**config.mk**
```make
export PLATFORM = sky130hd
export DESIGN_NAME = fetch_controller
export DESIGN_NICKNAME = d
export VERILOG_FILES = /design/src/rtl/fetch_ctrl_pkg.sv /design/src/rtl/fetch_redirect_select.sv /design/src/rtl/fetch_controller.sv
export SDC_FILE = /design/constraint.sdc
export NUM_CORES = 1
export LEC_CHECK = 0
export CORE_AREA = 2 2 133 135
export DETAILED_ROUTE_END_ITERATION = 8
export DIE_AREA = 0 0 135 137
export PLACE_DENSITY = 0.86
export SKIP_CTS_REPAIR_TIMING = 1
export SLEW_MARGIN = 20
export SYNTH_ARGS = -nofsm -noshare
export SYNTH_HDL_FRONTEND = slang
export SYNTH_HIERARCHICAL = 1
export SYNTH_SLANG_ARGS = --single-unit
```
**constraint.sdc**
```tcl
create_clock -name clk -period 5.2 [get_ports clk]
set_clock_uncertainty 0.15 [all_clocks]
set_input_delay 1.56 -clock clk [delete_from_list [all_inputs] [get_ports clk]]
set_output_delay 1.56 -clock clk [all_outputs]
set_load 0.02 [all_outputs]
```
**src/rtl/fetch_ctrl_pkg.sv**
```systemverilog
// Shared types and constants for the instruction-fetch controller.
// Holds the FSM encoding, the fetch geometry and the redirect-target alignment helper.
package fetch_ctrl_pkg;

    localparam int unsigned XLEN                = 32;
    localparam int unsigned INSTR_BYTES         = 4;
    localparam int unsigned WAIT_W              = 8;
    localparam logic [31:0] DEFAULT_RESET_PC    = 32'h0000_0000;
    localparam int unsigned DEFAULT_MEM_TIMEOUT = 16;

    localparam logic [1:0] ST_IDLE  = 2'd0;
    localparam logic [1:0] ST_REQ   = 2'd1;
    localparam logic [1:0] ST_HOLD  = 2'd2;
    localparam logic [1:0] ST_ERROR = 2'd3;

    typedef enum logic [1:0] {
        IDLE  = ST_IDLE,
        REQ   = ST_REQ,
        HOLD  = ST_HOLD,
        ERROR = ST_ERROR
    } fetch_state_t;

    // Instructions are word aligned; low address bits of any target are dropped.
    function automatic logic [XLEN-1:0] align_target(input logic [XLEN-1:0] t);
        return {t[XLEN-1:2], 2'b00};
    endfunction

endpackage

```
**src/rtl/fetch_redirect_select.sv**
```systemverilog
// Combinational redirect arbitration: branch beats jump, target forced word aligned.
module fetch_redirect_select
    import fetch_ctrl_pkg::*;
(
    input  logic            branch_taken,
    input  logic [XLEN-1:0] branch_target,
    input  logic            jump,
    input  logic [XLEN-1:0] jump_target,
    output logic            redirect_c,
    output logic [XLEN-1:0] target_c
);

    always_comb begin
        redirect_c = branch_taken | jump;
        target_c   = align_target(branch_taken ? branch_target : jump_target);
    end

endmodule

```
**src/rtl/fetch_controller.sv**
```systemverilog
// Instruction-fetch sequencer: owns the PC, runs the req/ack handshake to instruction
// memory, squashes wrong-path fetches on redirect and holds IF/ID outputs during stalls.
module fetch_controller
    import fetch_ctrl_pkg::*;
#(
    parameter logic [31:0] RESET_PC    = DEFAULT_RESET_PC,
    parameter int unsigned MEM_TIMEOUT = DEFAULT_MEM_TIMEOUT
) (
    input  logic        clk,
    input  logic        reset,
    input  logic        hazard,
    input  logic        outputBrachControlInput,
    input  logic [31:0] pcBranchInput,
    input  logic        jumpInput,
    input  logic [31:0] pcJumpInput,
    input  logic        memAckInput,
    input  logic [31:0] memDataInput,
    output logic        memReqOutput,
    output logic [31:0] memAddrOutput,
    output logic [31:0] instructionOutput,
    output logic [31:0] pc4Output,
    output logic        validOutput,
    output logic        timeoutOutput
);

    fetch_state_t      state, state_n;
    logic [XLEN-1:0]   pc, pc_n;
    logic [WAIT_W-1:0] wait_cnt, wait_n;
    logic              squash, squash_n;

    logic              mem_req_n;
    logic [XLEN-1:0]   mem_addr_n;
    logic [XLEN-1:0]   instr_n;
    logic [XLEN-1:0]   pc4_n;
    logic              valid_n;
    logic              timeout_n;
    logic              issue;

    logic              redirect;
    logic [XLEN-1:0]   target;
    logic [XLEN-1:0]   pc_plus4;

    fetch_redirect_select u_redirect (
        .branch_taken  (outputBrachControlInput),
        .branch_target (pcBranchInput),
        .jump          (jumpInput),
        .jump_target   (pcJumpInput),
        .redirect_c    (redirect),
        .target_c      (target)
    );

    assign pc_plus4 = pc + XLEN'(INSTR_BYTES);

    // Next-state and next-output logic; every registered output is computed here.
    always_comb begin
        state_n    = state;
        pc_n       = pc;
        wait_n     = wait_cnt;
        squash_n   = squash;
        mem_addr_n = memAddrOutput;
        instr_n    = instructionOutput;
        pc4_n      = pc4Output;
        valid_n    = validOutput;
        timeout_n  = timeoutOutput;
        issue      = 1'b0;

        case (state)
            IDLE: begin
                state_n = REQ;
                wait_n  = '0;
                issue   = 1'b1;
            end

            REQ: begin
                if (memAckInput) begin
                    wait_n = '0;
                    if (squash || redirect) begin
                        // Wrong-path data is dropped and the next fetch starts at the target.
                        valid_n  = 1'b0;
                        squash_n = 1'b0;
                        if (redirect) begin
                            pc_n = target;
                        end
                        issue = 1'b1;
                    end else begin
                        instr_n = memDataInput;
                        pc4_n   = pc_plus4;
                        valid_n = 1'b1;
                        pc_n    = pc_plus4;
                        if (hazard) begin
                            state_n = HOLD;
                        end else begin
                            issue = 1'b1;
                        end
                    end
                end else begin
                    wait_n = WAIT_W'(wait_cnt + 1'b1);
                    if (!hazard || redirect) begin
                        valid_n = 1'b0;
                    end
                    // The request address stays put; only the resume PC moves.
                    if (redirect) begin
                        squash_n = 1'b1;
                        pc_n     = target;
                    end
                    if (wait_n == WAIT_W'(MEM_TIMEOUT)) begin
                        state_n   = ERROR;
                        valid_n   = 1'b0;
                        timeout_n = 1'b1;
                    end
                end
            end

            HOLD: begin
                if (redirect) begin
                    valid_n = 1'b0;
                    pc_n    = target;
                    state_n = REQ;
                    wait_n  = '0;
                    issue   = 1'b1;
                end else if (!hazard) begin
                    state_n = REQ;
                    wait_n  = '0;
                    issue   = 1'b1;
                end
            end

            ERROR: begin
                valid_n   = 1'b0;
                timeout_n = 1'b1;
            end

            default: begin
                state_n = IDLE;
            end
        endcase

        mem_req_n = (state_n == REQ);
        if (issue) begin
            mem_addr_n = pc_n;
        end
    end

    // State and output registers.
    always_ff @(posedge clk or posedge reset) begin
        if (reset) begin
            state             <= IDLE;
            pc                <= RESET_PC;
            wait_cnt          <= '0;
            squash            <= 1'b0;
            memReqOutput      <= 1'b0;
            memAddrOutput     <= RESET_PC;
            instructionOutput <= '0;
            pc4Output         <= '0;
            validOutput       <= 1'b0;
            timeoutOutput     <= 1'b0;
        end else begin
            state             <= state_n;
            pc                <= pc_n;
            wait_cnt          <= wait_n;
            squash            <= squash_n;
            memReqOutput      <= mem_req_n;
            memAddrOutput     <= mem_addr_n;
            instructionOutput <= instr_n;
            pc4Output         <= pc4_n;
            validOutput       <= valid_n;
            timeoutOutput     <= timeout_n;
        end
    end

endmodule

```
Word level (Yosys, flattened, before mapping)
Cells that the tools add are included.
{ "word_totals": {"register_bits": 142, "latch_bits": 0, "mem_bits_rw": 0, "romBits": 0, "input_bits": 102, "out_inout_bits": 99, "wordCells": 71, "memories": 0} }
{ "classes": {"add_sub_neg": 2, "mul": 0, "div": 0, "n_lt_le_gt_ge": 0, "eq_ne": 11, "shifts": 0, "muxes": 33, "bitwise_logic": 2, "reduce_logical": 13} }
{ "op_table": {"columns": ["operator", "n"], "rows": [
  ["32-bit two-way mux", 4],
  ["32-bit case mux with 2 select lines", 1],
  ["32-bit by 3-bit adder with 32-bit output, second input constant", 1],
  ["8-bit two-way mux", 3],
  ["8-bit case mux with 3 select lines", 1],
  ["1-bit two-way mux", 14],
  ["2-bit two-way mux", 6],
  ["3-bit AND reduction", 4],
  ["8-bit by 1-bit adder with 8-bit output, second input constant", 1],
  ["8-bit by 5-bit == test with 1-bit output, second input constant", 1],
  ["2-bit != test, second input constant", 3],
  ["1-bit case mux with 3 select lines", 2],
  ["2-bit case mux with 3 select lines", 1],
  ["3-bit nonzero test", 2],
  ["2-bit by 1-bit == test with 1-bit output, second input constant", 2],
  ["2-bit == test, second input constant", 2],
  ["4-bit != test, second input constant", 1],
  ["2-bit nonzero test", 2],
  ["3-bit != test, second input constant", 1],
  ["2-bit zero test", 1],
  ["1-bit logical OR", 2],
  ["2-bit by 1-bit != test with 1-bit output, second input constant", 1],
  ["1-bit case mux with 2 select lines", 1],
  ["2-bit AND reduction", 1],
  ["other kinds (3)", 3]
]} }

Longest topological paths before layout
{ "depth": {"ltp_word": 6, "ltp_mapped": 10, "mapped_depth_nobuf": 7} }

Cells and area by module
The synthesis kept the hierarchy.
{ "modules_own_cells": {"columns": ["module", "n_inst", "cells_each", "area_per_inst_um2", "seq_area_each_um2"], "rows": [
  ["fetch_controller", 1, 793, 7204.4, 3553.4],
  ["fetch_redirect_select", 1, 37, 396.6, 0.0]
]} }

Worst setup path after synthesis
No wires, ideal clock.
{ "synth_path": {"path_type": "input to register", "start": "input outputBrachControlInput", "end": "register memAddrOutput[23]", "arrival_ns": 3.488, "required_time_ns": 4.925, "path_slack_ns": 1.437, "stages": 8, "n_path_buf": 2, "path_cell_list": "buf_6 -> or2_2 -> buf_2 -> or3b_1 -> a21o_1 -> a31o_1 -> or3_4 -> mux2_4"} }
{ "synth_between": {"elab_chain_len": 5, "elab_cells_between_ends": 11, "classes_between": "mux: 9; bitwise: 1; reduce/logical: 1"} }
{ "synth_lines": {"columns": ["item", "line", "source"], "rows": [
  ["from (decl)", "fetch_controller.sv:12", "input logic outputBrachControlInput,"],
  ["1-bit OR (*)", "fetch_redirect_select.sv:14", "redirect_c = branch_taken | jump;"],
  ["net redirect", "fetch_controller.sv:39", "logic redirect;"],
  ["32-bit two-way mux or 1-bit logical OR (tied branches)", null, null],
  ["32-bit two-way mux", "fetch_controller.sv:77", "if (squash || redirect) begin"],
  ["32-bit two-way mux", "fetch_controller.sv:75", "if (memAckInput) begin"],
  ["32-bit case mux with 2 select lines (*)", "fetch_controller.sv:67", "case (state)"],
  ["net pc_n[23]", "fetch_controller.sv:27", "logic [XLEN-1:0] pc, pc_n;"],
  ["to (signal assigned)", "fetch_controller.sv:163", "memAddrOutput <= mem_addr_n;"],
  ["to (decl)", "fetch_controller.sv:19", "output logic [31:0] memAddrOutput,"]
]} }
The timed path passes the listed nets; every way through them passes the cells marked *.
A chain may end at the register's enable or synchronous reset.

Worst setup path in the final report
{ "layout_path": {"start": "input outputBrachControlInput", "end": "register memAddrOutput[4]"} }
{ "layout_between": {"elab_chain_len": 5, "elab_cells_between_ends": 11, "classes_between": "mux: 9; bitwise: 1; reduce/logical: 1"} }
{ "layout_lines": {"columns": ["item", "line"], "rows": [
  ["1-bit OR (*)", "fetch_redirect_select.sv:14"],
  ["net redirect", "fetch_controller.sv:39"],
  ["32-bit two-way mux or 1-bit logical OR (tied branches)", null],
  ["32-bit two-way mux or 1-bit two-way mux (tied branches)", "fetch_controller.sv:77"],
  ["32-bit two-way mux or 1-bit two-way mux (tied branches)", "fetch_controller.sv:75"],
  ["32-bit case mux with 2 select lines or 1-bit case mux with 3 select lines (tied branches)", "fetch_controller.sv:67"]
]} }
Marks and branches as above.

==> results by group <==
Synthesis
  – Synth Area in XOR/XNOR: 3.11%
  – Mapped Cells: 830
  – Post-Synth Simple-Gate Area: approximately a fifth
  – EDFF count, synth: 0
  – Area leader, netlist: dfrtp_1
  – Top post-synthesis cells by area: dfrtp_1 (47%), nand2_1 (9.4%), mux2_2 (6.4%)
  – Netlist cell types: 71
  – Syn_area_per_cell: 9.16 sq um
  – Yosys top cell area share: 46.7%
  – Main combinational cell family by area after synthesis: simple AND/OR/NAND/NOR gates
  – #FFs+latches synth: about 140
  – Most frequent cell after synthesis: nand2_1
  – Sequential area share after synthesis: 46.7%
  – Complex-gate fraction of the synthesized area: 15.3%
  – Post-synthesis mux area share: between 8 and 9%
  – Ys Warns: 6
  – Top_reg_cell synth: dfrtp_1
  – Adder-cell share of the synthesized area: roughly 1.3%
  – Top cells by count, synth: nand2_1 (190), dfrtp_1 (142), o21ai_0 (69)
  – Mapped cell area: approximately 7600 sq um
  – Async set-reset flop share out of synthesis: 100%

Floorplan
  – Die W: approximately 140 microns
  – Starting density of the core: 44.6%
  – Die footprint: 18500 sq um
  – I/O pin count: 201
  – Core area: 17100 sq um
  – Die H: 137 microns
  – Site Rows: 48

Power
  – Power Dens Cells: 577 nW/um^2
  – Lkg Pwr: between 4 and 5 nW
  – Peak VDD IR: 243 uV
  – Final Power: 0.00595 W

Placement
  – Port bufs: 196
  – Routability cong.: approximately 0.9
  – Detailed Place HPWL: about 16000 microns

Clock network
  – Clock Latency Late Sink: 0.42 ns
  – Max H-tree Level: 4
  – Num CTS Buffers: 17
  – CTS tree: yes
  – Clk slew on worst S/H paths: 0.06 ns
  – Clock buffer depth: 2
  – Clk sinks: 142
  – CTS Root Buffer Type: clkbuf_16

Critical path
  – CP startpoint: outputBrachControlInput
  – Crit-path max FO: 31
  – CP Class: in -> reg
  – Internal reg-to-reg setup slack: ~1.4 ns
  – CP top delay family: simple AND/OR/NAND/NOR gates
  – CP max-delay cell: a221oi_1
  – Startpoint Class: primary input
  – Critical Path AT: 4.32 ns
  – CP peak stage delay: 0.58 ns
  – RR Startpoint: state[0]$_DFF_PP0_
  – Buffers & Inverters on Critical Path: 2
  – Kind of end point of the critical path: register
  – Worst-path cell chain: clkdlybuf4s50_1 > or2_2 > or3b_1 > a221oi_1 > nor2_4 > buf_12 > mux2_1
  – Worst path required time: ~5.3 ns

Layout
  – Final net count: around 1100
  – Ant diodes: 0
  – Fillers: 1383
  – Area grow syn2layout: 35.5%
  – Fraction of layout cells with a size suffix above 1: 9.81%

STA
  – Fin. Hold Viols: 0
  – Part of the cycle the worst path needs: around four fifths
  – Final setup violation count: 0
  – RSZ-0062 raised after global routing: false
  – Worst-Margin Slew: 1.13 ns
  – Max_slew headroom: 24.9%
  – Count of pins over their slew limit: 0
  – Crit path time final: 4.17 ns
  – Max Fclk: 0.240 GHz
  – Final TNS setup: 0 ns

Global route
  – GRT busiest layer: met2
  – Number of global-route vias before repair: around 6500
  – Antenna violations before repair: 0
  – GR Util met3: under 10%
  – Gr usage total: 24.0%
  – Global-route wire length before repair: 34600 microns
  – Largest net degree at the start of global routing: 76
  – M2 GR Usage: 37.8%
  – GR Overflow Total: 0
  – Routing usage on met1: 31.7%

Drt
  – DRT Pass-1 Iters: 5
  – DR iter-0 viols: ~750
  – WL per Instance: 18.0 microns
  – Routed wire length: 22200 microns
  – DR DRC count: 0
  – Final ANT Viol Nets: 0
  – Vias: 6960
  – Vias per inst: about 5.6

Status
  – Outcome: complete, no violations

Min path
  – Worst Hold Launch: pc4Output[20]$_DFFE_PP0P_
  – Worst Hold Class: reg -> reg

Run
  – Max-cap violations: 0
-- worst paths after layout --
| kind | endpoint | depth (start not counted) |
|---|---|---|
| min in group asynchronous | instructionOutput[17]$_DFFE_PP0P_ | 2 |
| worst max-delay path | memAddrOutput[4]$_DFFE_PP0P_ | 7 |
| worst min register to register | pc4Output[20]$_DFFE_PP0P_ | 2 |
| worst min-delay path | pc4Output[20]$_DFFE_PP0P_ | 2 |
| worst max register to register | memAddrOutput[19]$_DFFE_PP0P_ | 7 |
| max in group asynchronous | memAddrOutput[16]$_DFFE_PP0P_ | 3 |
-- report_power, final --
part	internal, W	switching, W	total, W	leakage (nW)
sequential	0.00157	0.000390	0.00196	1.82
clock	0.000761	0.000465	0.00123	0.286
combinational	0.00124	0.00152	0.00276	2.39
total	0.00357	0.00238	0.00595	4.50
-- cell families after synthesis --
| kind of cell | count (synthesis) |
|---|---|
| adders and majority gates | 8 |
| DFF | 142 |
| and+or+nand+nor | 345 |
| xor gates and xnor gates | 27 |
| muxes | 57 |
| other | 1 |
| AOI/OAI and AO/OA | 178 |
| buffers and inverters | 72 |
-- worst reg2reg max path, delay by kind of cell, from the launching register on --
kind	cells	cell delay [ns]
AND/OR/NAND/NOR	1	0.44
flip-flops	1	0.46
adder cells (fa/ha/maj)	1	1.06
buffers and inverters	3	1.15
AO/OA/AOI/OAI	2	0.43
-- cell usage in the layout, fill, tap and decap left out, types with 5 or more instances in the layout --
master	netlist	layout
clkdlybuf4s50_1	0	196
a22o_1	9	9
clkbuf_16	0	17
buf_4	5	10
xor2_1	14	14
mux2_2	43	43
xnor2_1	13	13
a31oi_1	16	16
nand3_1	30	30
nand4_1	10	10
o21ai_0	69	69
a21oi_1	21	21
a22oi_1	7	7
a41oi_1	7	7
mux2i_1	12	12
nor2_1	50	49
dfrtp_1	142	142
nand2_1	190	190
inv_1	11	10
or3_1	7	7
nor3_1	12	11
and4_1	5	5
ha_1	8	8
and3_1	9	9
a221o_1	5	5
-- layout make-up --
class	instances	area (sq um)	share of cell area [%]
multi-input combinational	617	3750	36.4
sequential	142	3550	34.5
timing repair buffer	208	2080	20.2
clock buffer	20	447	4.34
tap	225	282	2.73
clock inverter	11	143	1.39
inverter	11	45.0	0.437
-- routing by layer --
layer	routed length, microns	part of all wire (%)
met1	9070	41
met4	589	2.7
met3	2040	9.2
met2	10500	47
met5	0	0
-- state kept, by name, indices dropped and copies added, names as in the netlist, 2 cells and up --
register and flops:
wait_cnt 8, memAddrOutput 32, pc4Output 32, state 2, pc 32, instructionOutput 32
-- stage by stage --
step | std cells | setup slack [ns] | util, % | hold slack (ns) | area (sq um)
4_1_cts | 1233 | 1.12 | 60.3 | 0.329 | 10300
2_1_floorplan | 831 | 1.44 | - | 0.290 | 7610
3_5_place_dp | 1202 | 0.694 | 56.8 | 0.315 | 9690
6_report | 1234 | 1.03 | 60.4 | 0.325 | 10300
3_3_place_gp | 1202 | 0.725 | 56.8 | 0.307 | 9690
5_1_grt | 1234 | 0.932 | 60.4 | 0.348 | 10300
(Power assumes the default switching activity.)
==> variant 1 (config.mk and constraints unchanged) <==
`WAIT_W`: 8 -> 6.
--- a/src/rtl/fetch_ctrl_pkg.sv
+++ b/src/rtl/fetch_ctrl_pkg.sv
@@ -5,5 +5,5 @@
     localparam int unsigned XLEN                = 32;
     localparam int unsigned INSTR_BYTES         = 4;
-    localparam int unsigned WAIT_W              = 8;
+    localparam int unsigned WAIT_W              = 6;
     localparam logic [31:0] DEFAULT_RESET_PC    = 32'h0000_0000;
     localparam int unsigned DEFAULT_MEM_TIMEOUT = 16;
Check against the original RTL: no difference found for any inputs over 4 cycles, from zero or initial values and one cycle with reset high; that may be too few to reach the edited logic, so the function may still have changed.
==> variant 1 against the unedited design <==
  * Sequential share of layout area is 0.32 points lower
  * Power is 0.82% lower
  * Routed wire length is 2.8% lower
  * Area after synthesis is 1.3% lower
  * Sequential cell count is 2 lower
  * Final cell count is 2.0% lower
  * Maximum frequency is 0.68% higher
  * Setup slack better by 0.028 ns
  * Non-clock buffer count is 1 higher
  * Via count is 4.0% lower
  * Design area is 0.50% lower
  * Critical path type unchanged
  * Critical endpoint is now memAddrOutput[5]$_DFFE_PP0P_
  * Largest cell class unchanged
==> variant 1: results <==
group,metric,value,unit
layout,multi_input_area,3660,µm²
status,status,"finished, final reports clean",
route,route.met3.wl,1640,µm
sta,fmax,0.241,GHz
layout,n_all_buffers,209,
critical_path,cp_data_arrival_time,4.30,ns
place,dpl_worst_slack,0.638,ns
clock_tree,clock_path_buffers,2,
synthesis,synthTopCellsByArea,"dfrtp_1 (47%), nand2_1 (8.9%), mux2_2 (7.8%)",
place,place_hpwl,15200,µm
critical_path,cp_max_fo,19,
global_routing,grt_util_all_layers,23.4,%
critical_path,worstSetupStartpoint,"jumpInput",
synthesis,synth.distinct_cells,74,
worst_hold_path,min_to,"memAddrOutput[1]$_DFFE_PP0P_",
critical_path,r2r-end,"memAddrOutput[8]$_DFFE_PP0P_",
global_routing,grt_pass1_wl,33800,µm
synthesis,yosysSeqAreaShare,46.7,%
global_routing,use_met1,30.7,%
global_routing,grt_pass1_vias,6454,
layout,layout-drive-gt1-share,11.5,%
global_routing,gr-usage-met2,37.3,%
route,wl_met2,10500,µm
global_routing,grt_start_max_net_pins,70,
layout,regArea,3500,µm²
route,drt-initial-drc-count,528,
route,wl_per_cell,17.8,µm
layout,nMultiInputCombCells,581,
layout,num-fill-cells,1418,
place,gp_congestion,0.900,
power_and_ir_drop,vdd_ir_drop_max,0.298,mV
global_routing,use_met3,6.37,%
layout,seq_cells,140,
route,drt-met1-wl,8950,µm
critical_path,slowest_stage,"nor4b_1",
layout,nonClkBufAreaFrac,20.3,%
critical_path,r2r_slack,2.36,ns
layout,final_nets,1081,
layout,inverters,22,
power_and_ir_drop,leakagePower,4.41,nW
critical_path,worstSetupEndpoint,"memAddrOutput[5]$_DFFE_PP0P_",
synthesis,synth_xor_area_share,3.03,%
global_routing,antenna_found_initial,0,
layout,clk_share,6.13,%
synthesis,netlist_top_cells_count,"nand2_1 (177), dfrtp_1 (140), o21ai_0 (60)",
worst_hold_path,hold_path_startpoint,"memAddrOutput[1]$_DFFE_PP0P_",
sta,worstMarginPinSlew,0.801,ns
power_and_ir_drop,power.internal,3.59,mW
critical_path,r2r_cells,8,
route,avgViaCountPerCell,5.53,
synthesis,synth_compound_area_share,13.7,%
critical_path,cpPeakStageDelay,0.63,ns
-- variant 1: power by group through the flow --
stage          Sequential (mW)  Combinational [mW]  Clock (mW)
2_1_floorplan             2.21                1.23           0
3_3_place_gp              1.92                2.60           0
3_5_place_dp              1.94                2.66           0
4_1_cts                   1.93                2.68        1.31
5_1_grt                   2.00                2.87        1.35
6_report                  1.94                2.67        1.30
-- variant 1: metrics by stage --
step	hold slack (ns)	instance area (µm²)	utilization [%]	power (mW)	std cells
floorplan	0.290	7510	-	3.44	801
global placement	0.305	9620	56.4	4.51	1177
detailed placement	0.313	9620	56.4	4.60	1177
CTS	0.326	10200	60.1	5.91	1209
global route	0.346	10200	60.1	6.22	1209
finish	0.321	10200	60.1	5.90	1209
-- variant 1: logic make-up (layout without fill, tap and decap cells) --
group	Yosys count	after routing
buf+inv	80	263
simple gates	316	316
xor+xnor	26	26
mux	73	73
flops	140	140
fa+ha+maj	8	8
compound gates	156	156
other cells	1	2
==> variant 2 (same settings) <==
Made on the original files. Register the output `timeoutOutput` once more, without a reset; this adds one clock of latency there. The other outputs are not delayed to match.
--- a/src/rtl/fetch_controller.sv
+++ b/src/rtl/fetch_controller.sv
@@ -23,4 +23,6 @@
     output logic        timeoutOutput
 );
+
+    logic timeoutOutput_s0;
 
     fetch_state_t      state, state_n;
@@ -62,5 +64,5 @@
         pc4_n      = pc4Output;
         valid_n    = validOutput;
-        timeout_n  = timeoutOutput;
+        timeout_n  = timeoutOutput_s0;
         issue      = 1'b0;
 
@@ -154,5 +156,5 @@
             pc4Output         <= '0;
             validOutput       <= 1'b0;
-            timeoutOutput     <= 1'b0;
+            timeoutOutput_s0  <= 1'b0;
         end else begin
             state             <= state_n;
@@ -165,6 +167,10 @@
             pc4Output         <= pc4_n;
             validOutput       <= valid_n;
-            timeoutOutput     <= timeout_n;
+            timeoutOutput_s0  <= timeout_n;
         end
+    end
+
+    always_ff @(posedge clk) begin
+        timeoutOutput <= timeoutOutput_s0;
     end
 
Function: same outputs for any inputs over 4 cycles, from zero or initial values and one cycle with reset high; that may be too few to reach the edited logic, so the function may still have changed.
==> variant 2 against the unedited design <==
  * Setup slack worse by 0.10 ns
  * Sequential cell count up 1
  * Power down 1.8%
  * Critical endpoint is now memAddrOutput[13]$_DFFE_PP0P_
  * Area after synthesis up 0.26%
  * Largest power group unchanged
  * Design area down 0.24%
  * Routed wire length up 0.11%
  * Critical path type unchanged
  * Core utilization down 0.15 points
  * Sequential power about the same
  * Maximum frequency down 2.4%
==> variant 2: results <==
group,metric,value,unit
place,dp_cells,1204,
power_and_ir_drop,pg_clk,1.10,mW
power_and_ir_drop,p_per_area,568,nW/µm²
place,dpl_worst_slack,0.576,ns
critical_path,cp_data_arrival_time,4.46,ns
place,place_hpwl,15600,µm
layout,num-fill-cells,1425,
global_routing,grt_util_all_layers,23.7,%
global_routing,grt_pass1_vias,6532,
layout,diodes,0,
critical_path,cpPeakStageDelay,0.84,ns
global_routing,use_met3,6.56,%
route,drt-met1-wl,9000,µm
synthesis,synth.mux.area_fraction,8.27,%
critical_path,cp_max_fo,22,
global_routing,use_met1,31.4,%
global_routing,grt_start_max_net_pins,70,
route,vias,7025,
global_routing,grt_pass1_wl,34100,µm
clock_tree,clockRootBuffer,"clkbuf_16",
synthesis,synthTopCellsByArea,"dfrtp_1 (47%), nand2_1 (9.4%), mux2_2 (6.4%)",
layout,layout-drive-gt1-share,10.1,%
route,wl_met2,10500,µm
synthesis,synth.distinct_cells,72,
place,gp_congestion,0.924,
power_and_ir_drop,vdd_ir_drop_max,0.302,mV
synthesis,yosysSeqAreaShare,46.9,%
layout,final_nets,1109,
global_routing,gr-usage-met2,37.4,%
synthesis,async_flop_share,99.3,%
critical_path,critPathTopFamily,"buffers and inverters",
synthesis,synthAdderAreaFrac,1.31,%
route,drtPass1Iterations,5,
layout,area_delta_synth_final,34.8,%
layout,fin_cells,1237,
power_and_ir_drop,power.switching,2.38,mW
route,route.met3.wl,2040,µm
sta,worstMarginPinSlew,1.03,ns
synthesis,synth_xor_area_share,3.10,%
synthesis,synth_compound_area_share,15.3,%
synthesis,ys.flop_type,"dfrtp_1",
route,wirelength,22200,µm
place,place_area,9720,µm²
synthesis,syn-instance-count,831,
status,status,"finished, final reports clean",
critical_path,slowest_stage,"nor3_2",
worst_hold_path,hp-class,"flop to flop",
route,drt-initial-drc-count,587,
power_and_ir_drop,leakagePower,4.49,nW
power_and_ir_drop,p_comb_share,47.5,%
## variant 2: final timing paths
| check | from | end | slack [ns] | cells past startpoint |
|---|---|---|---|---|
| worst max register to register | state[0]$_DFF_PP0_ | memAddrOutput[13]$_DFFE_PP0P_ | 1.64 | 8 |
| max in group asynchronous | reset | memAddrOutput[6]$_DFFE_PP0P_ | 2.47 | 3 |
| worst min register to register | timeoutOutput_s0$_DFFE_PP0P_ | timeoutOutput$_DFF_P_ | 0.23 | 0 |
| min in group asynchronous | reset | pc[24]$_DFF_PP0_ | 1.39 | 2 |
| worst max-delay path | outputBrachControlInput | memAddrOutput[13]$_DFFE_PP0P_ | 0.92 | 8 |
| worst min-delay path | timeoutOutput_s0$_DFFE_PP0P_ | timeoutOutput$_DFF_P_ | 0.23 | 0 |
## variant 2: cell type report
class | count | share of cell area (%)
tap | 225 | 2.74
multi-input combinational | 617 | 36.5
inverter | 11 | 0.438
sequential | 143 | 34.8
clock inverter | 11 | 0.646
clock buffer | 21 | 4.58
timing repair buffer | 209 | 20.3
